===== src/rtl/debug_dump_pkg.sv =====
// Shared definitions for the debug unit: frame markers, dump sections and
// transmit FSM states.
package debug_dump_pkg;

  localparam logic [7:0] DBG_HDR = 8'hA5;
  localparam logic [7:0] DBG_TRL = 8'h5A;

  typedef enum logic [1:0] {SEC_PC, SEC_LATCH, SEC_REG, SEC_MEM} section_t;

  typedef enum logic [2:0] {
    ST_IDLE, ST_HDR, ST_SEL, ST_WAIT, ST_LOAD, ST_BYTE, ST_TRL, ST_DONE
  } state_t;

  // Counter width able to hold 0..maxVal-1, never narrower than one bit.
  function automatic int cntWidth(input int maxVal);
    return (maxVal > 1) ? $clog2(maxVal) : 1;
  endfunction

  function automatic int maxOf3(input int a, input int b, input int c);
    int m;
    m = (a > b) ? a : b;
    return (m > c) ? m : c;
  endfunction

endpackage


===== src/rtl/debug_dump_tx_uart.sv =====
// UART 8N1 byte transmitter. A new byte may be accepted in the last stop-bit
// cycle (tx_done) so back-to-back bytes leave no idle gap.
module uart_tx_byte
  import debug_dump_pkg::*;
#(
  parameter int CLKS_PER_BIT = 868
) (
  input  logic       clk,
  input  logic       rst,
  input  logic       tx_go,
  input  logic [7:0] tx_data,
  output logic       tx_busy,
  output logic       tx_done,
  output logic       tx
);

  localparam int BAUD_W = cntWidth(CLKS_PER_BIT);
  localparam logic [BAUD_W-1:0] BAUD_LAST = BAUD_W'(CLKS_PER_BIT - 1);

  logic [BAUD_W-1:0] baudCnt;
  logic [3:0]        bitCnt;
  logic [8:0]        shiftReg;
  logic              busyReg;
  logic              txReg;
  logic              bitEnd;

  assign bitEnd  = (baudCnt == BAUD_LAST);
  assign tx_done = busyReg && bitEnd && (bitCnt == 4'd9);
  assign tx_busy = busyReg;
  assign tx      = txReg;

  // bitCnt: 0 = start bit, 1..8 = data LSB first, 9 = stop bit.
  always_ff @(posedge clk or negedge rst) begin
    if (!rst) begin
      baudCnt  <= '0;
      bitCnt   <= '0;
      shiftReg <= '1;
      busyReg  <= 1'b0;
      txReg    <= 1'b1;
    end else if (tx_go && (!busyReg || tx_done)) begin
      baudCnt  <= '0;
      bitCnt   <= '0;
      shiftReg <= {1'b1, tx_data};
      busyReg  <= 1'b1;
      txReg    <= 1'b0;
    end else if (busyReg) begin
      if (bitEnd) begin
        baudCnt <= '0;
        if (bitCnt == 4'd9) begin
          busyReg <= 1'b0;
        end else begin
          bitCnt   <= bitCnt + 4'd1;
          txReg    <= shiftReg[0];
          shiftReg <= {1'b1, shiftReg[8:1]};
        end
      end else begin
        baudCnt <= baudCnt + 1'b1;
      end
    end
  end

endmodule


===== src/rtl/debug_dump_tx.sv =====
// Debug dump transmitter: on start, sends header, PC, latch words, register
// file, data memory and trailer as a stream of UART bytes.
module debug_dump_tx
  import debug_dump_pkg::*;
#(
  parameter int CLKS_PER_BIT = 868,
  parameter int N_LATCH      = 32,
  parameter int N_REGS       = 32,
  parameter int N_MEM        = 32,
  parameter int SETTLE       = 2
) (
  input  logic        clk,
  input  logic        rst,
  input  logic        start,
  input  logic [31:0] in_pc,
  input  logic [31:0] in_latch,
  input  logic [31:0] in_fr_data,
  input  logic [31:0] in_mem_data,
  output logic [6:0]  latch_sel,
  output logic [31:0] debug_addr,
  output logic        busy,
  output logic        done,
  output logic        tx
);

  localparam int IDX_W = cntWidth(maxOf3(N_LATCH, N_REGS, N_MEM));
  localparam int SET_W = cntWidth(SETTLE);

  state_t            state;
  section_t          section;
  logic [IDX_W-1:0]  wordIdx;
  logic [1:0]        byteCnt;
  logic [SET_W-1:0]  settleCnt;
  logic [31:0]       shiftReg;
  logic [31:0]       srcWord;
  logic              goReg, busyReg, doneReg;
  logic [6:0]        latchSelReg;
  logic [31:0]       debugAddrReg;
  logic              secLast, lastWord;
  logic              txGo, txBusy, txDone;
  logic [7:0]        txData;

  always_comb begin
    srcWord = in_pc;
    secLast = 1'b1;
    case (section)
      SEC_LATCH: begin
        srcWord = in_latch;
        secLast = (wordIdx == IDX_W'(N_LATCH - 1));
      end
      SEC_REG: begin
        srcWord = in_fr_data;
        secLast = (wordIdx == IDX_W'(N_REGS - 1));
      end
      SEC_MEM: begin
        srcWord = in_mem_data;
        secLast = (wordIdx == IDX_W'(N_MEM - 1));
      end
      default: ;
    endcase
    lastWord = (section == SEC_MEM) && secLast;
  end

  // Bytes within a word and the trailer are chained off tx_done so the next
  // start bit directly follows the previous stop bit.
  always_comb begin
    txGo   = goReg;
    txData = (state == ST_HDR) ? DBG_HDR : shiftReg[31:24];
    if (state == ST_BYTE && txDone) begin
      if (byteCnt != 2'd3) begin
        txGo   = 1'b1;
        txData = shiftReg[23:16];
      end else if (lastWord) begin
        txGo   = 1'b1;
        txData = DBG_TRL;
      end
    end
  end

  always_ff @(posedge clk or negedge rst) begin
    if (!rst) begin
      state        <= ST_IDLE;
      section      <= SEC_PC;
      wordIdx      <= '0;
      byteCnt      <= '0;
      settleCnt    <= '0;
      shiftReg     <= '0;
      goReg        <= 1'b0;
      busyReg      <= 1'b0;
      doneReg      <= 1'b0;
      latchSelReg  <= '0;
      debugAddrReg <= '0;
    end else begin
      goReg <= 1'b0;
      case (state)
        ST_IDLE: if (start && !txBusy) begin
          state   <= ST_HDR;
          busyReg <= 1'b1;
          goReg   <= 1'b1;
        end
        ST_HDR: if (txDone) begin
          section <= SEC_PC;
          wordIdx <= '0;
          state   <= ST_SEL;
        end
        ST_SEL: begin
          case (section)
            SEC_LATCH:        latchSelReg  <= 7'(wordIdx);
            SEC_REG, SEC_MEM: debugAddrReg <= 32'(wordIdx);
            default: ;
          endcase
          settleCnt <= '0;
          state     <= ST_WAIT;
        end
        // Capture on the edge that closes the last settle cycle.
        ST_WAIT: if (settleCnt == SET_W'(SETTLE - 1)) begin
          shiftReg <= srcWord;
          byteCnt  <= '0;
          goReg    <= 1'b1;
          state    <= ST_LOAD;
        end else begin
          settleCnt <= settleCnt + 1'b1;
        end
        ST_LOAD: state <= ST_BYTE;
        ST_BYTE: if (txDone) begin
          if (byteCnt != 2'd3) begin
            byteCnt  <= byteCnt + 2'd1;
            shiftReg <= {shiftReg[23:0], 8'h00};
          end else if (lastWord) begin
            state <= ST_TRL;
          end else begin
            if (secLast) begin
              section <= section_t'(section + 2'd1);
              wordIdx <= '0;
            end else begin
              wordIdx <= wordIdx + 1'b1;
            end
            state <= ST_SEL;
          end
        end
        ST_TRL: if (txDone) begin
          doneReg <= 1'b1;
          state   <= ST_DONE;
        end
        ST_DONE: begin
          doneReg      <= 1'b0;
          busyReg      <= 1'b0;
          latchSelReg  <= '0;
          debugAddrReg <= '0;
          state        <= ST_IDLE;
        end
        default: state <= ST_IDLE;
      endcase
    end
  end

  uart_tx_byte #(.CLKS_PER_BIT(CLKS_PER_BIT)) uartTx (
    .clk     (clk),
    .rst     (rst),
    .tx_go   (txGo),
    .tx_data (txData),
    .tx_busy (txBusy),
    .tx_done (txDone),
    .tx      (tx)
  );

  assign latch_sel  = latchSelReg;
  assign debug_addr = debugAddrReg;
  assign busy       = busyReg;
  assign done       = doneReg;

endmodule

===== config.mk =====
export PLATFORM = sky130hd
export DESIGN_NAME = debug_dump_tx
export DESIGN_NICKNAME = d
export VERILOG_FILES = /design/src/rtl/debug_dump_pkg.sv /design/src/rtl/debug_dump_tx_uart.sv /design/src/rtl/debug_dump_tx.sv
export SDC_FILE = /design/constraint.sdc
export NUM_CORES = 1
export LEC_CHECK = 0
export CAP_MARGIN = 20
export CORE_MARGIN = 1.5
export CORE_UTILIZATION = 30
export DETAILED_ROUTE_END_ITERATION = 10
export PLACE_DENSITY_LB_ADDON = 0.1
export SETUP_SLACK_MARGIN = 0.4
export SYNTH_ARGS = -nofsm -noshare
export SYNTH_HDL_FRONTEND = slang
export SYNTH_SLANG_ARGS = --single-unit

===== constraint.sdc =====
create_clock -name clk -period 4.9 [get_ports clk]
set_input_delay 0.98 -clock clk [delete_from_list [all_inputs] [get_ports clk]]
set_output_delay 0.98 -clock clk [all_outputs]
set_load 0.05 [all_outputs]

Word level (Yosys, flattened, before mapping) --
Index checks and enable logic that the tools add are counted.
Storage, ports and cells: register bits 112, input port bits 131, output and inout port bits 42, logic and storage cells 145
Cells by class: $add $sub $neg 6, eq/ne operators 26, multiplexer cells 69, reduce and logical (&&, ||, !) cells 28
Operators with widths (count):
- $mux 32 | 4
- $pmux 32 s2 | 2
- $pmux 32 s3 | 1
- $mux 9 | 4
- $mux 8 | 4
- $mux 10 | 3
- $mux 5 | 5
- $pmux 3 s8 | 1
- $mux 3 | 7
- $ne 2x2->1 const B | 10
- $mux 1 | 17
- $mux 2 | 8
- $mux 4 | 4
- $reduce_bool 2->1 | 8
- $pmux 7 s2 | 1
- $eq 3x3->1 const B | 4
- $reduce_and 6->1 | 2
- $add 10x1->10 const B | 1
- $eq 10x10->1 const B | 1
- $pmux 5 s2 | 1
- $pmux 1 s2 | 4
- $pmux 2 s2 | 2
- $reduce_and 2->1 | 4
- $mux 7 | 1
- 20 further kinds | 30

Longest topological paths before layout --
Gate-level depths: netlist (run 1).
word-level depth 10, depth in mapped cells 10, depth with buffers taken out 8

Cells and area by module --
From an unflattened synthesis (run 1), not the netlist that was laid out.
Unflattened totals: cells, all modules 568, area, all modules 5271.3 um^2
By module, submodules not included:
- debug_dump_tx | times used 1, cells each 447, area an instance 3963.8 um^2, seq. area each 1451.4 um^2
- uart_tx_byte | times used 1, cells each 121, area an instance 1307.5 um^2, seq. area each 611.8 um^2

Worst setup path before layout (run 1) --
No wires, ideal clock.
path type reg-to-reg, start point register uartTx.baudCnt[3], end point register uartTx.shiftReg[4], library setup time 75 ps, arrival 2253 ps, required time 4825 ps, path slack 2572 ps, stages on the path, launching flop included 9, path buffers 3, period minus slack after synthesis 2328 ps, path through dfrtp_1 or3_1 or3_1 buf_6 nor4b_4 o21a_1 buf_6 buf_12 mux2i_1
On the way: cells in the longest elaborated chain, start to end 8, elaborated cells between the ends (all ways) 13, classes of those cells eq/ne (2); mux (3); reduce/logical (8)
RTL lines:
- start, declared | RTL line debug_dump_tx_uart.sv:20 | logic [BAUD_W-1:0] baudCnt;
- start signal, assigned | RTL line debug_dump_tx_uart.sv:57 | baudCnt <= baudCnt + 1'b1;
- $eq 10x10->1 * | RTL line debug_dump_tx_uart.sv:27 | assign bitEnd = (baudCnt == BAUD_LAST);
- $logic_and 1x1->1 (2 in a row) | RTL line debug_dump_tx_uart.sv:28 | assign tx_done = busyReg && bitEnd && (bitCnt == 4'd9);
- $logic_and 1x1->1 | RTL line debug_dump_tx.sv:69 | if (state == ST_BYTE && txDone) begin
- $mux 1 | RTL line debug_dump_tx.sv:69
- $logic_and 1x1->1 | RTL line debug_dump_tx_uart.sv:40 | end else if (tx_go && (!busyReg || tx_done)) begin
- $ne 2x1->1 (no line) or $reduce_bool 2->1 (tied branches)
- $reduce_and 3->1 (no line)
- end signal, assigned | RTL line debug_dump_tx_uart.sv:43 | shiftReg <= {1'b1, tx_data};
- end signal, assigned | RTL line debug_dump_tx_uart.sv:54 | shiftReg <= {1'b1, shiftReg[8:1]};
- end, declared | RTL line debug_dump_tx_uart.sv:22 | logic [8:0] shiftReg;
Mark *: on every way between the ends. The rest lies on a longest branch, timed or not. A chain may end at the register's enable or synchronous reset.

Worst setup path in the final report (run 1) --
start point register uartTx.baudCnt[3], end point register uartTx.shiftReg[3]
Same word-level chain as after synthesis.

==> flow_summary.ini, run 1 <==
[floorplanning]
core-area_mm2 = 0.0166
initial_core_util = 0.309
dieWidth_um = 134
fp.dieArea_mm2 = 0.0179
ioPinCount = 173
rows = 47
die_y_um = 134

[synthesis]
synth-seq-cells = 82
yosysWarnings = 0
synth_top_area_frac = 0.356
synth_common_cells = dfrtp_1, nand2_1, nor2_1
synth.top_cells.by_area = dfrtp_1, mux2_2, a222oi_1, dfstp_2, o211a_1
mappedNetlistArea_mm2 = 0.00514
synth_top_cell_by_area = dfrtp_1
ys_async_sr_fraction = 1.00
synth_edf_count = 0
avgSynthCellArea_um2 = 9.80
synthFlopType = dfrtp_1
synth_cells = 524
yosysSeqAreaShare = 0.402
post-synth-top-count-cell = dfrtp_1
synthDistinctLibCells = 53

[place]
io_buffers = 143
hpwlAfterDp_um = 10500
gp_congestion = 0.783

[drt]
drt_first_iter_violations = 367
ant_nets = 0
wl_per_cell_um = 16.4
wirelength_um = 14200
vias = 4439
drc = 0
vias_per_cell = 5.12
drt_pre_antenna_iters = 6

[setup_path]
crit_buf_inv = 0
crit_type = reg2reg
r2r_setup_slack_ps = 1910
cpMaxStageDelayCell = o21a_1
cp-start-kind = register
worst_path_most_repeated_cell = or3_1
required_ps = 5150
cp_max_fo = 15
crit_chain = or3_1, or3_1, nor4b_4, o21a_1, mux2i_1
slowest_delay_ps = 640
critPathTopFamily = simple AND/OR/NAND/NOR gates
end_kind = register
cp.arrival_ps = 3250

[global_routing]
gr-total-overflow = 0
antenna_found_initial = 0
grtUsageTotal = 0.162
grt_max_degree = 83
grt_pass1_vias = 4518
grt_pass1_wl_um = 23000

[sta]
finalSetupViolCount = 0
finalHoldViolations = 0
slew_violations = 0
maxSlewHeadroom = 0.273
clock.fmax_mhz = 334
finalCriticalPeriod_ps = 2990
rsz0062_at_grt = no
post-route-period-util = 0.610
clock-skew-final_ps = 6.05
timing.hold.ws_ps = 498
finalSetupTns_ps = 0
worst_slew_pin_slew_ps = 1090

[clock_network]
cts_sinks = 82
tritoncts = done
cts_root_buf = clkbuf_16
clkTransAtPathRegs_ps = 60
cts_setup_buffers = 0
htree_levels = 3
cts_buffers = 9
clk_latency_ps = 330
cts_buffer_depth = 2
ctsHoldBuffers = 0
cts_resized = 0

[status]
status = completed

[power_and_ir_drop]
power-per-cell-area_mw_per_mm2 = 238
ir_worst_vdd_mv = 0.160
power.static_leakage_nw = 3.02

[cells_and_area]
area_growth_pct = 35.8
diodes = 0
layout-drive-gt1-share = 0.114
final_nets = 783

[min_path]
hold_path.class = in2async

[flow_run]
drv_cap = 0
[path summary, 6_finish.rpt]
kind,start,to,cells after the start
max,uartTx.baudCnt[3],uartTx.shiftReg[3],5
max reg2reg,uartTx.baudCnt[3],uartTx.shiftReg[3],5
min reg2reg,debug_addr[4],debug_addr[4],1
max in group asynchronous,rst,uartTx.tx,2
min in group clk,debug_addr[4],debug_addr[4],1
min,rst,debug_addr[0],1
[layout by cell type (no fill, tap or decap), drive strengths merged, types with 9 or more instances in the layout]
cell type        n
o21ai           33
clkdlybuf4s50  142
ha              10
mux2i           16
mux2            35
dfrtp           73
nor2            43
dfstp            9
buf              9
a222oi          32
nand2           47
conb            29
a21oi           11
o211a           23
clkbuf          11
a21o            23
[registers in the layout, indices dropped and copies added (netlist names)]
signal and cells:
shiftReg 32, uartTx.baudCnt 10, uartTx.shiftReg 8, debug_addr 5
latch_sel 5, wordIdx 5, uartTx.bitCnt 4, state 3
byteCnt 2, section 2, busy 1, done 1
goReg 1, settleCnt 1, uartTx.tx 1, uartTx.tx_busy 1
[stage by stage]
| stage | area [µm²] | power [mW] | worst slack (ps) | utilization | cells |
|---|---|---|---|---|---|
| final | 6980 | 1.66 | 1910 | 0.419 | 867 |
| after global routing | 6980 | 1.73 | 1690 | 0.419 | 867 |
| after CTS | 6920 | 1.68 | 1420 | 0.416 | 865 |
| after detailed placement | 6600 | 0.945 | 1420 | 0.397 | 849 |
| after global placement | 6560 | 0.942 | 1650 | 0.394 | 847 |
| after floorplan | 5240 | 0.831 | 2570 | - | 552 |
[cell families after synthesis]
| family | Yosys count | share of synthesized area |
|---|---|---|
| buf+inv | 79 | 0.0870 |
| compound gates | 158 | 0.240 |
| flops | 82 | 0.402 |
| simple gates | 139 | 0.132 |
| xor+xnor | 4 | 0.00682 |
| other cells | 1 | 0.000730 |
| fa+ha+maj | 10 | 0.0244 |
| mux | 51 | 0.108 |
[per-layer routing]
layer  vias up  global-route usage  part of all wire
met5         -                   0                 0
met4         0              0.0568             0.019
met3        20              0.0317             0.044
met2       125               0.279              0.51
met1      2153               0.202              0.43
li1       2141                   -                 -
[final cells by class]
cell class	instances	area (µm²)
Fill cell	1598	9670
Multi-Input combinational cell	391	2740
Sequential cell	82	2060
Timing Repair Buffer	151	1560
Tap cell	220	275
Clock buffer	11	243
Clock inverter	5	77.6
Inverter	7	26.3
[where the power goes]
part / internal, mW / switching, mW
clock network: 0.459 / 0.269
logic: 0.124 / 0.103
registers: 0.693 / 0.0159
Note: power is estimated with default switching activity, not from simulation.
==> run 2: changes to the inputs <==
Clock period 4.9 ns to 3.1 ns, I/O delays scaled along.
==> flow_summary.ini, run 2 (synthesis results as in run 1) <==
[cells_and_area]
largest_register = shiftReg
reg.largest.list = shiftReg (32), uartTx.baudCnt (10), uartTx.shiftReg (8)
layout-drive-gt1-share = 0.126
nFillCells = 1628
final_common_cell = clkdlybuf4s50_1
final_cell_mix = clkdlybuf4s50_1, dfrtp_1, nand2_1, nor2_1, mux2_2
largest_reg_flops = 32
area_growth_pct = 37.0
regArea_mm2 = 0.00206
diodes = 0
final_nets = 789
multi_input_area_mm2 = 0.00274

[drt]
drt_first_iter_violations = 387
vias_per_cell = 5.13
wirelength_um = 14300
vias = 4475
drt_pre_antenna_iters = 5
ant_nets = 0
wl_per_cell_um = 16.3
drc = 0

[floorplanning]
core-area_mm2 = 0.0166
die_y_um = 134
initial_core_util = 0.309
ioPinCount = 173
dieWidth_um = 134
rows = 47
fp.dieArea_mm2 = 0.0179

[global_routing]
grt_max_degree = 83
grt_pass1_wl_um = 23400
gr-total-overflow = 0
grtUsageTotal = 0.162
grt_pass1_vias = 4616
antenna_found_initial = 0

[clock_network]
cts_buffers = 9
clkTransAtPathRegs_ps = 60
clk_latency_ps = 340
htree_levels = 3
ctsHoldBuffers = 0
tritoncts = done
cts_sinks = 82
cts_buffer_depth = 2
cts_root_buf = clkbuf_16

[status]
status = completed

[power_and_ir_drop]
power-per-cell-area_mw_per_mm2 = 380
ir_worst_vdd_mv = 0.239
total_power_mw = 2.68
power.static_leakage_nw = 3.06

[sta]
finalSetupTns_ps = 0
clock-skew-final_ps = 8.05
finalSetupViolCount = 0
post-route-period-util = 0.806
slew_violations = 0
maxSlewHeadroom = 0.549
worst_slew_pin_slew_ps = 676
finalCriticalPeriod_ps = 2500
finalHoldViolations = 0
fin_ws_ps = 600
clock.fmax_mhz = 400
rsz0062_at_grt = no

[place]
io_buffers = 143
hpwlAfterDp_um = 10600
gp_congestion = 0.748
post-place-ws_ps = 545

[setup_path]
required_ps = 3340
cp-start-kind = register
cp_max_fo = 11
crit_type = reg2reg
r2r_setup_slack_ps = 600
r2r_end = wordIdx[3]
cp.arrival_ps = 2740
ff2ff_path_depth = 8
end_kind = register
timing.rr.start = wordIdx[0]

[min_path]
hold_path.class = in2async

[flow_run]
drv_cap = 0
-- run 2: cell types whose count changed in the layout (fill, tap and decap cells not counted), sizes merged --
| cell | before | now |
|---|---|---|
| buf | 9 | 15 |
| clkbuf | 11 | 12 |
| clkinv | 2 | 1 |
-- run 2: what timing repair did --
item | CTS | global route
setup buffers | 0 | 0
endpoints found under the setup margin | 0 | 3
endpoints found under the hold margin | 0 | 0
gates resized for setup | 0 | 1
-- run 2: layout make-up --
cell class	instances	area share
multi-input cells	391	0.389
inverters	7	0.00373
clock inverters	4	0.0103
well taps	220	0.0391
flip-flops and latches	82	0.293
repair buffers	157	0.226
clock buffers	12	0.0379
-- run 2: worst max-delay path by stage --
stage | from | to | slack, ps | cells past startpoint
finish | wordIdx[0] | wordIdx[3] | 600 | 8
floorplan | uartTx.baudCnt[3] | uartTx.shiftReg[4] | 770 | 8
CTS | wordIdx[0] | wordIdx[3] | 540 | 8
global route | wordIdx[0] | section[0] | 400 | 8
detailed placement | wordIdx[0] | wordIdx[3] | 540 | 8
global placement | wordIdx[0] | section[0] | 600 | 8
-- run 2: critical path, stage by stage, from the launching register on --
cell and delay [ps]:
dfrtp_1 440, ha_1 250, and3_1 190, ha_1 210, o21ai_0 200, nand2_1 120
a2111o_1 500, or2_1 290, o31ai_1 210
-- run 2: per-stage QoR --
step	util	cell area [µm²]	hold slack, ps	std cells
after CTS	0.421	7010	505	872
final	0.423	7040	124	873
after floorplan	-	5240	324	552
after global routing	0.423	7040	130	873
after detailed placement	0.401	6670	494	856
after global placement	0.397	6610	485	854
-- run 2: metal layers --
layer | part of all wire | GRT usage | up-vias
met1 | 0.45 | 0.209 | 2190
met4 | 0.012 | 0.0477 | 0
li1 | - | - | 2161
met2 | 0.50 | 0.282 | 110
met5 | 0 | 0 | -
met3 | 0.037 | 0.0249 | 14
-- run 2: where the power goes --
group          leakage (nW)  internal [mW]  total, mW  switching, mW
clock network         0.165          0.770       1.19          0.425
registers              1.09           1.09       1.12         0.0241
logic                  1.80          0.196      0.363          0.166
total                  3.06           2.06       2.68          0.615
